<file path="config.mk">
export PLATFORM = sky130hd
export DESIGN_NAME = conv_middle_res_rmw
export DESIGN_NICKNAME = d
export VERILOG_FILES = /design/src/rtl/conv_middle_res_rmw.sv
export SDC_FILE = /design/constraint.sdc
export NUM_CORES = 1
export LEC_CHECK = 0
export CAP_MARGIN = 20
export CORE_ASPECT_RATIO = 1.25
export CORE_MARGIN = 3
export CORE_UTILIZATION = 37
export CTS_CLUSTER_DIAMETER = 80
export DETAILED_ROUTE_END_ITERATION = 16
export GPL_TIMING_DRIVEN = 0
export PLACE_DENSITY = 0.77
export SLEW_MARGIN = 20
export SYNTH_ARGS = -nofsm -noshare
export SYNTH_HDL_FRONTEND = slang
export SYNTH_SLANG_ARGS = --single-unit
</file>
<file path="constraint.sdc">
create_clock -name aclk -period 2.7 [get_ports aclk]
set_input_delay 0.54 -clock aclk [delete_from_list [all_inputs] [get_ports aclk]]
set_output_delay 0.54 -clock aclk [all_outputs]
set_load 0.005 [all_outputs]
</file>
<file path="src/rtl/conv_middle_res_rmw.sv">
// ----------------------------------------------------------------------------
// conv_middle_res_rmw
//   Read-modify-write controller for the convolution middle-result buffer.
//   A partial sum from the multiply-add tree is accepted. Unless it is the
//   first item for its address, the stored middle result is read (1-cycle
//   buffer latency). The pair is then handed to the middle-result accumulator,
//   and the accumulator result is written back to the buffer. On the final
//   pass the result is also forwarded on m_res_*. A new item whose address is
//   still between acceptance and write-back is held off so that it always
//   reads the updated value.
//
// Ports
//   aclk, areset               clock, synchronous active-high reset
//   s_exp/s_frac/s_addr        partial sum: exponent, fraction, buffer address
//   s_first/s_last             first item (no read, org = 0) / final pass
//   s_valid/s_ready            input handshake
//   buf_ren/buf_raddr          buffer read port (combinational on accept)
//   buf_rdata                  buffer read data, one cycle after buf_ren
//   buf_wen/buf_waddr/buf_wdata buffer write port (combinational on result)
//   acmlt_in_*                 accumulator input, one cycle after accept
//   acmlt_out_data/valid       in-order accumulator result
//   m_res_data/addr/valid      final sums, no backpressure
//   err_unexpected_out         sticky: result seen with no tag outstanding
// ----------------------------------------------------------------------------
module conv_middle_res_rmw #(
   parameter int ADDR_W       = 10,
   parameter int MAX_INFLIGHT = 4,
   parameter int SIM_DELAY    = 1
) (
   input  logic              aclk,
   input  logic              areset,
   input  logic [7:0]        s_exp,
   input  logic [39:0]       s_frac,
   input  logic [ADDR_W-1:0] s_addr,
   input  logic              s_first,
   input  logic              s_last,
   input  logic              s_valid,
   output logic              s_ready,
   output logic              buf_ren,
   output logic [ADDR_W-1:0] buf_raddr,
   input  logic [31:0]       buf_rdata,
   output logic              buf_wen,
   output logic [ADDR_W-1:0] buf_waddr,
   output logic [31:0]       buf_wdata,
   output logic [7:0]        acmlt_in_exp,
   output logic [39:0]       acmlt_in_frac,
   output logic [31:0]       acmlt_in_org_mid_res,
   output logic              acmlt_in_first_item,
   output logic              acmlt_in_valid,
   input  logic [31:0]       acmlt_out_data,
   input  logic              acmlt_out_valid,
   output logic [31:0]       m_res_data,
   output logic [ADDR_W-1:0] m_res_addr,
   output logic              m_res_valid,
   output logic              err_unexpected_out
);

   localparam int PTR_W = (MAX_INFLIGHT > 2) ? $clog2(MAX_INFLIGHT) : 1;
   localparam int CNT_W = $clog2(MAX_INFLIGHT + 1);

   // Register updates carry no delay in this implementation; SIM_DELAY is
   // kept only for interface compatibility. Out-of-range settings elaborate
   // an empty marker block that is easy to spot in a hierarchy dump.
   if (MAX_INFLIGHT < 2 || MAX_INFLIGHT > 8 || SIM_DELAY < 0) begin : g_param_out_of_range
   end

   // Stage-1 registers (the packet whose buffer read is in flight)
   logic              s1_valid_r;
   logic [7:0]        s1_exp_r;
   logic [39:0]       s1_frac_r;
   logic [ADDR_W-1:0] s1_addr_r;
   logic              s1_first_r;
   logic              s1_last_r;

   // Tag FIFO: one entry per packet sitting inside the accumulator
   logic [ADDR_W-1:0]       tag_addr_r [MAX_INFLIGHT];
   logic                    tag_last_r [MAX_INFLIGHT];
   logic [MAX_INFLIGHT-1:0] slot_valid_r;
   logic [PTR_W-1:0]        wr_ptr_r;
   logic [PTR_W-1:0]        rd_ptr_r;
   logic [CNT_W-1:0]        count_r;
   logic                    err_r;

   logic [CNT_W-1:0]  inflight_s;
   logic              hit_s;
   logic              ready_s;
   logic              accept_s;
   logic              push_s;
   logic              pop_s;
   logic              fifo_empty_s;
   logic              unexpected_s;
   logic [ADDR_W-1:0] head_addr_s;
   logic              head_last_s;

   // Pointer advance with wrap, so depths that are not a power of two work
   function automatic logic [PTR_W-1:0] ptr_inc(input logic [PTR_W-1:0] ptr);
      logic [PTR_W-1:0] nxt;
      if (ptr == PTR_W'(MAX_INFLIGHT - 1)) begin
         nxt = '0;
      end else begin
         nxt = ptr + PTR_W'(1);
      end
      return nxt;
   endfunction

   // Hazard detection: a non-first item may not read an address that is
   // still waiting for its write-back. The head entry counts until the edge
   // that completes its write.
   always_comb begin
      hit_s = s1_valid_r && (s1_addr_r == s_addr);
      for (int i = 0; i < MAX_INFLIGHT; i++) begin
         hit_s = hit_s | (slot_valid_r[i] && (tag_addr_r[i] == s_addr));
      end
      hit_s = hit_s && !s_first;
   end

   // Handshake, FIFO control and write-back decode. Occupancy is taken before
   // any pop in the same cycle, which keeps the ready path short.
   always_comb begin
      inflight_s   = count_r + CNT_W'(s1_valid_r);
      ready_s      = !areset && (inflight_s < CNT_W'(MAX_INFLIGHT)) && !hit_s;
      accept_s     = s_valid && ready_s;
      push_s       = s1_valid_r;
      fifo_empty_s = (count_r == '0);
      pop_s        = !areset && acmlt_out_valid && !fifo_empty_s;
      unexpected_s = !areset && acmlt_out_valid && fifo_empty_s;
      head_addr_s  = tag_addr_r[rd_ptr_r];
      head_last_s  = tag_last_r[rd_ptr_r];
   end

   assign s_ready   = ready_s;
   assign buf_ren   = accept_s && !s_first;
   assign buf_raddr = areset ? '0 : s_addr;

   assign buf_wen   = pop_s;
   assign buf_waddr = pop_s ? head_addr_s : '0;
   assign buf_wdata = pop_s ? acmlt_out_data : 32'd0;

   assign m_res_valid = pop_s && head_last_s;
   assign m_res_data  = (pop_s && head_last_s) ? acmlt_out_data : 32'd0;
   assign m_res_addr  = (pop_s && head_last_s) ? head_addr_s : '0;

   assign acmlt_in_valid       = !areset && s1_valid_r;
   assign acmlt_in_exp         = areset ? 8'd0 : s1_exp_r;
   assign acmlt_in_frac        = areset ? 40'd0 : s1_frac_r;
   assign acmlt_in_first_item  = !areset && s1_first_r;
   assign acmlt_in_org_mid_res = (!areset && s1_valid_r && !s1_first_r) ? buf_rdata : 32'd0;

   assign err_unexpected_out = !areset && err_r;

   // Stage-1 register: captures the accepted packet while its read completes
   always_ff @(posedge aclk) begin
      if (areset) begin
         s1_valid_r <= 1'b0;
         s1_exp_r   <= 8'd0;
         s1_frac_r  <= 40'd0;
         s1_addr_r  <= '0;
         s1_first_r <= 1'b0;
         s1_last_r  <= 1'b0;
      end else begin
         s1_valid_r <= accept_s;
         if (accept_s) begin
            s1_exp_r   <= s_exp;
            s1_frac_r  <= s_frac;
            s1_addr_r  <= s_addr;
            s1_first_r <= s_first;
            s1_last_r  <= s_last;
         end
      end
   end

   // Tag FIFO: push as the packet enters the accumulator, pop on its result.
   // A push never lands on the slot being popped because occupancy is capped.
   always_ff @(posedge aclk) begin
      if (areset) begin
         wr_ptr_r     <= '0;
         rd_ptr_r     <= '0;
         count_r      <= '0;
         slot_valid_r <= '0;
      end else begin
         if (push_s) begin
            tag_addr_r[wr_ptr_r]   <= s1_addr_r;
            tag_last_r[wr_ptr_r]   <= s1_last_r;
            slot_valid_r[wr_ptr_r] <= 1'b1;
            wr_ptr_r               <= ptr_inc(wr_ptr_r);
         end
         if (pop_s) begin
            slot_valid_r[rd_ptr_r] <= 1'b0;
            rd_ptr_r               <= ptr_inc(rd_ptr_r);
         end
         case ({push_s, pop_s})
            2'b10:   count_r <= count_r + CNT_W'(1);
            2'b01:   count_r <= count_r - CNT_W'(1);
            default: count_r <= count_r;
         endcase
      end
   end

   // Sticky flag for an accumulator result that had no matching tag
   always_ff @(posedge aclk) begin
      if (areset) begin
         err_r <= 1'b0;
      end else if (unexpected_s) begin
         err_r <= 1'b1;
      end
   end

endmodule

</file>
After elaboration in Yosys (flattened, before gate mapping)
Memory sizes are Yosys's and may differ from the RTL's. A register that Yosys moved wholly into a read port is not among the register bits.
Index checks and enable logic that the tools add are counted.
{"block": "op_classes", "n_addsub": 5, "order_cmp": 5, "n_eq_ne": 9, "muxes": 25, "n_bitwise": 7, "n_reduce_logical": 27}
{"cell": "2-to-1 mux 32 bit", "n": 3}
{"cell": "== test 10 bit", "n": 5}
{"cell": "2-to-1 mux 40 bit", "n": 1}
{"cell": "2-to-1 mux 10 bit", "n": 3}
{"cell": "logical AND 1 bit", "n": 20}
{"cell": "2-to-1 mux 2 bit", "n": 6}
{"cell": "2-to-1 mux 4 bit", "n": 3}
{"cell": "2-to-1 mux 8 bit", "n": 1}
{"cell": "== test 2 bit, second input constant", "n": 3}
{"cell": "less-than comparator 2 x 3 -> 1 bit, second input constant", "n": 2}
{"cell": "case mux 3 bit (2 select lines)", "n": 1}
{"cell": "logical NOT 1 bit", "n": 5}
{"cell": "2-to-1 mux 1 bit", "n": 5}
{"cell": "adder 2 x 1 -> 2 bit, second input constant", "n": 2}
{"cell": "AND 4 bit", "n": 1}
{"cell": "demux 1 bit (select 2 bit)", "n": 2}
{"cell": ">= comparator 2 x 1 -> 1 bit, second input constant", "n": 2}
{"cell": "NOT 4 bit", "n": 1}
{"cell": "bitwise OR 1 bit", "n": 4}
{"cell": "bitwise OR 4 bit", "n": 1}
{"cell": "adder 3 x 1 -> 3 bit", "n": 1}
{"cell": "adder 3 x 1 -> 3 bit, second input constant", "n": 1}
{"cell": "logical NOT 3 bit", "n": 1}
{"cell": "less-than comparator 3 bit, second input constant", "n": 1}
{"cell": "3 further kinds", "n": 3}
{"block": "word_totals", "register_bits": 73, "mem_bits_rw": 44, "inputBits": 128, "output_inout_bits": 181, "word_cells": 91, "mem_count": 2}
{"name": "tag_addr_r", "words": 4, "word_bits": 10, "rd": 5, "rd_ports_with_merged_regs": 1, "wr": 1, "line_no": "76", "source": "logic [ADDR_W-1:0] tag_addr_r [MAX_INFLIGHT];"}
{"name": "tag_last_r", "words": 4, "word_bits": 1, "rd": 1, "rd_ports_with_merged_regs": 1, "wr": 1, "line_no": "77", "source": "logic tag_last_r [MAX_INFLIGHT];"}

Logic depth before layout (Yosys ltp)
{"block": "logic_depth", "ltp_word": 11, "mapped_depth": 10, "ltp_nobuf": 8}

Worst setup path after synthesis
No wires, ideal clock.
{"block": "synth_path", "path_type": "input-to-reg", "start": "in areset", "end": "reg count_r[2]", "arrival_ns": 2.627, "slack_ns": 0.003, "cell_stages": 9, "path_buffers": 2, "path_cell_list": "nor3b_1 clkbuf_1 clkbuf_1 ha_1 inv_1 fa_1 xor2_1 or3_1 a21oi_1"}
{"block": "synth_between", "elab_chain_cells": 5, "elab_cells_between_ends": 7}
{"item": "from (decl)", "line_no": "31", "source": "input logic areset,"}
{"item": "logical NOT 1 bit *", "line_no": "125", "source": "pop_s = !areset && acmlt_out_valid && !fifo_empty_s;"}
{"item": "logical AND 1 bit * (2 in a row)", "line_no": "125"}
{"item": "named net buf_wen", "line_no": "42", "source": "output logic buf_wen,"}
{"item": "== test 2 x 1 -> 1 bit or == test 2 bit (tied branches)", "line_no": "191", "source": "case ({push_s, pop_s})"}
{"item": "case mux 3 bit (2 select lines) or nonzero test 2 bit (tied branches)"}
{"item": "to (signal assigned)", "line_no": "192", "source": "2'b10: count_r <= count_r + CNT_W'(1);"}
{"item": "to (signal assigned)", "line_no": "193", "source": "2'b01: count_r <= count_r - CNT_W'(1);"}
{"item": "to (signal assigned)", "line_no": "194", "source": "default: count_r <= count_r;"}
{"item": "to (decl)", "line_no": "81", "source": "logic [CNT_W-1:0] count_r;"}
The timed path passes the listed nets; every way through them passes the cells marked *.
A chain may end at the register's enable or synchronous reset.

==> out/results.txt <==
global-route wire length before repair = 30400 um
total number of vias = 5368
synthesized area = 6410 um^2
Setup TNS Final = 0 ns
fin crit share = 98.7%
hold_ws = 0.435 ns
PwrDens = 541 nW/um^2
CP top delay family = multiplexers
maximum vdd drop = 0.381 mV
number of fillers in the final layout = 1365
Buffers on Ports = 298
IO Pins = 309
setup ws final = 0.0352 ns
Hold Path Class = in -> reg
dominant synthesized flop cell = dfxtp_1
number of enable flip-flop cells after synthesis = 44
total grt overflow = 0
Fmax achieved = 375 MHz
fin. max-slew vios = 0
all-layer global routing usage = 20.9%
number of cell rows = 53
Unique masters post-synth = 39
R2R Setup Slk = 0.20 ns
Routed Antenna Nets = 0
final HPWL from detailed placement = 15200 um
clk buf depth = 2
Die Ht = 153 um
Initial Utilization = 37.9%
crit path time final = 2.66 ns
Synthesized Nets = 700
clock latency on the worst-skew pair = 0.41 ns
Finish-stage setup viols = 0
RSZ-0062 raised after global routing = yes
Hold Buf Count CTS = 0
Clock Skew = 0.00689 ns
Final Hold Fails = 0
post-synth top area cell = dfxtp_1
syn avg cell area = 11.4 um^2
Core Util, Final = 63.6%
diodes inserted = 0
CP arrival = 2.12 ns
outcome = completed
Critical Path, Cell by Cell = mux4_2 -> buf_4 -> clkbuf_8 -> and3_1 -> dlygate4sd2_1
initial antenna violation count = 0
top-count cell post-synth = and2_1
clock slew seen by the registers of the worst setup and hold paths = 0.06 ns
Hold Path Depth = 2
Lkg Pwr = 5.00 nW
die width = 124 um
CTS Sinks = 119
crit-path max FO = 8
Max-cap violations = 0
DR pass1 iterations = 5
Die ar. = 19000 um^2
area share of fa/ha/maj cells after synthesis = 2.07%
Buf/Inv on CP = 3
#FFs+latches synth = 119
largest family of logic cells by synthesized area = simple AND/OR/NAND/NOR gates
hold-critical path endpoint = s1_addr_r[0]
CP endpoint kind = output port
Post-Place Setup Slack = -1.37 ns
async set-reset flop share out of synthesis = 0%
worst r2r src = count_r[2]
slowest CP cell = mux4_2
top cells by count, synth = and2_1, dfxtp_1, nor2b_1
largest net degree at the start of global routing = 17
mux cell area share after synthesis = 17.2%
Slew HR = 54.4%
Initial DRC Count = 201
area grow syn2layout = 67.7%
Synth area leaders = dfxtp_1, edfxtp_1, mux2_4, and2_1, nor2b_1
min-delay src = s_addr[0]
Synth Area in XOR/XNOR = 7.24%
Cells after Synth = 562
H-tree depth = 4
critical path type = reg -> out
area fraction of the dominant cell type after synthesis = 23.4%
Final GP Congestion = 0.837
routed len/inst = 17.8 um
WP data required = 2.16 ns
vias in the first global route = 5641
Post-Route WL = 20300 um
fraction of layout cells with a size suffix above 1 = 23.3%
slowest cell delay on critical path = 0.61 ns
worst-margin pin slew = 0.684 ns
CTS root buf = clkbuf_16
CTS tree = done
Inserted Clock Buffers = 17
YS warnings = 0
Seq/Total Area, Yosys = 44.0%
startpoint type of the worst setup path = flip-flop
vias per cell = 4.70
FF-to-FF path depth = 13
Final #Nets = 1048
complex-gate fraction of the synthesized area = 1.78%
R2R Path End = count_r[2]
# DRC = 0
simple-gate portion of the synthesized area = 23.2%
core area = 16900 um^2
==> layer usage <==
layer	wire length (um)	vias up	track usage (%)	share of wire [%]
li1	-	2598	-	-
met1	7530	2518	22.6	37
met2	10700	244	38.8	53
met3	1950	8	6.77	9.6
met4	116	0	4.70	0.57
met5	0	-	0	0
==> layout make-up <==
cell class	instances	area [um^2]	area share, %
Timing Repair Buffer	329	3160	29.3
Sequential cell	119	2830	26.3
Inverter	10	37.5	0.349
Clock inverter	12	85.1	0.791
Clock buffer	20	489	4.55
Tap cell	220	275	2.56
Buffer	44	489	4.55
Multi-Input combinational cell	389	3390	31.6
==> where the power goes <==
group | leakage (nW) | total, mW | internal (mW) | switching, mW
clock | 0.285 | 2.15 | 1.31 | 0.837
sequential | 1.03 | 2.11 | 2.03 | 0.0828
combinational | 3.69 | 1.55 | 0.963 | 0.592
==> cell usage in the layout (no fill, tap or decap), types with 7 or more instances in the layout <==
cell	Yosys	layout
xnor2_1	40	38
nand3_1	7	7
nor2_1	11	10
nor2b_1	75	75
clkdlybuf4s50_1	0	209
dfxtp_1	75	70
inv_1	10	9
and2_1	79	77
edfxtp_1	44	44
dlymetal6s2s_1	0	20
and3_1	43	43
clkbuf_2	0	23
clkbuf_8	0	15
mux4_2	11	11
dlygate4sd2_1	0	41
xor2_1	13	12
ha_1	9	8
clkbuf_16	0	24
buf_4	5	22
buf_6	8	17
mux2_4	49	49
clkdlybuf4s15_1	0	8
mux2_2	8	8
nand4_1	8	8
==> how the worst max path moves through the flow <==
stage / slack (ns) / depth (start not counted) / start / end
floorplan: 0.003 / 9 / areset / count_r[2]
global placement: -1.35 / 10 / areset / count_r[2]
detailed placement: -1.37 / 10 / areset / count_r[2]
CTS: -0.14 / 7 / count_r[0] / buf_wdata[20]
global route: -0.04 / 5 / flip-flop / m_res_data[21]
finish: 0.04 / 5 / flip-flop / m_res_data[21]
==> registers in the layout, summed over array words and instances (netlist names), named ones only <==
signal	flops
wr_ptr_r	2
push_s	1
s1_exp_r	8
err_r	1
rd_ptr_r	2
s1_addr_r	10
s1_last_r	1
s1_frac_r	40
s1_first_r	1
tag_last_r	4
count_r	3
slot_valid_r	4
tag_addr_r	40
==> cell families after synthesis <==
family / Yosys count
AND/OR/NAND/NOR: 240
AO/OA/AOI/OAI: 15
multiplexers: 71
flip-flops: 119
XOR/XNOR: 53
adder cells (fa/ha/maj): 10
buffers and inverters: 54
==> stage by stage <==
step	instances	cell area, um^2	power, mW
2_1_floorplan	562	6410	2.83
3_3_place_gp	1080	9670	3.49
3_5_place_dp	1080	9670	3.51
4_1_cts	1138	10700	5.85
5_1_grt	1143	10800	6.08
6_report	1143	10800	5.82
==> worst reg2reg max path, cell delays in order, from the launching register on <==
cell and delay [ns]:
dfxtp_1 0.42, nor3_2 0.09, nor3b_4 0.18, buf_6 0.14
clkbuf_16 0.15, buf_6 0.11, clkbuf_16 0.14, buf_6 0.11
ha_4 0.13, inv_1 0.05, fa_2 0.33, xor2_1 0.15
or3_1 0.30, a21oi_1 0.12
==> timing repair <==
item,CTS,global route
setup endpoints to repair,184,92
resized for setup,179,59
pin swaps,6,2
setup buffers,20,5
cloned,6,0
(Power assumes the default switching activity.)
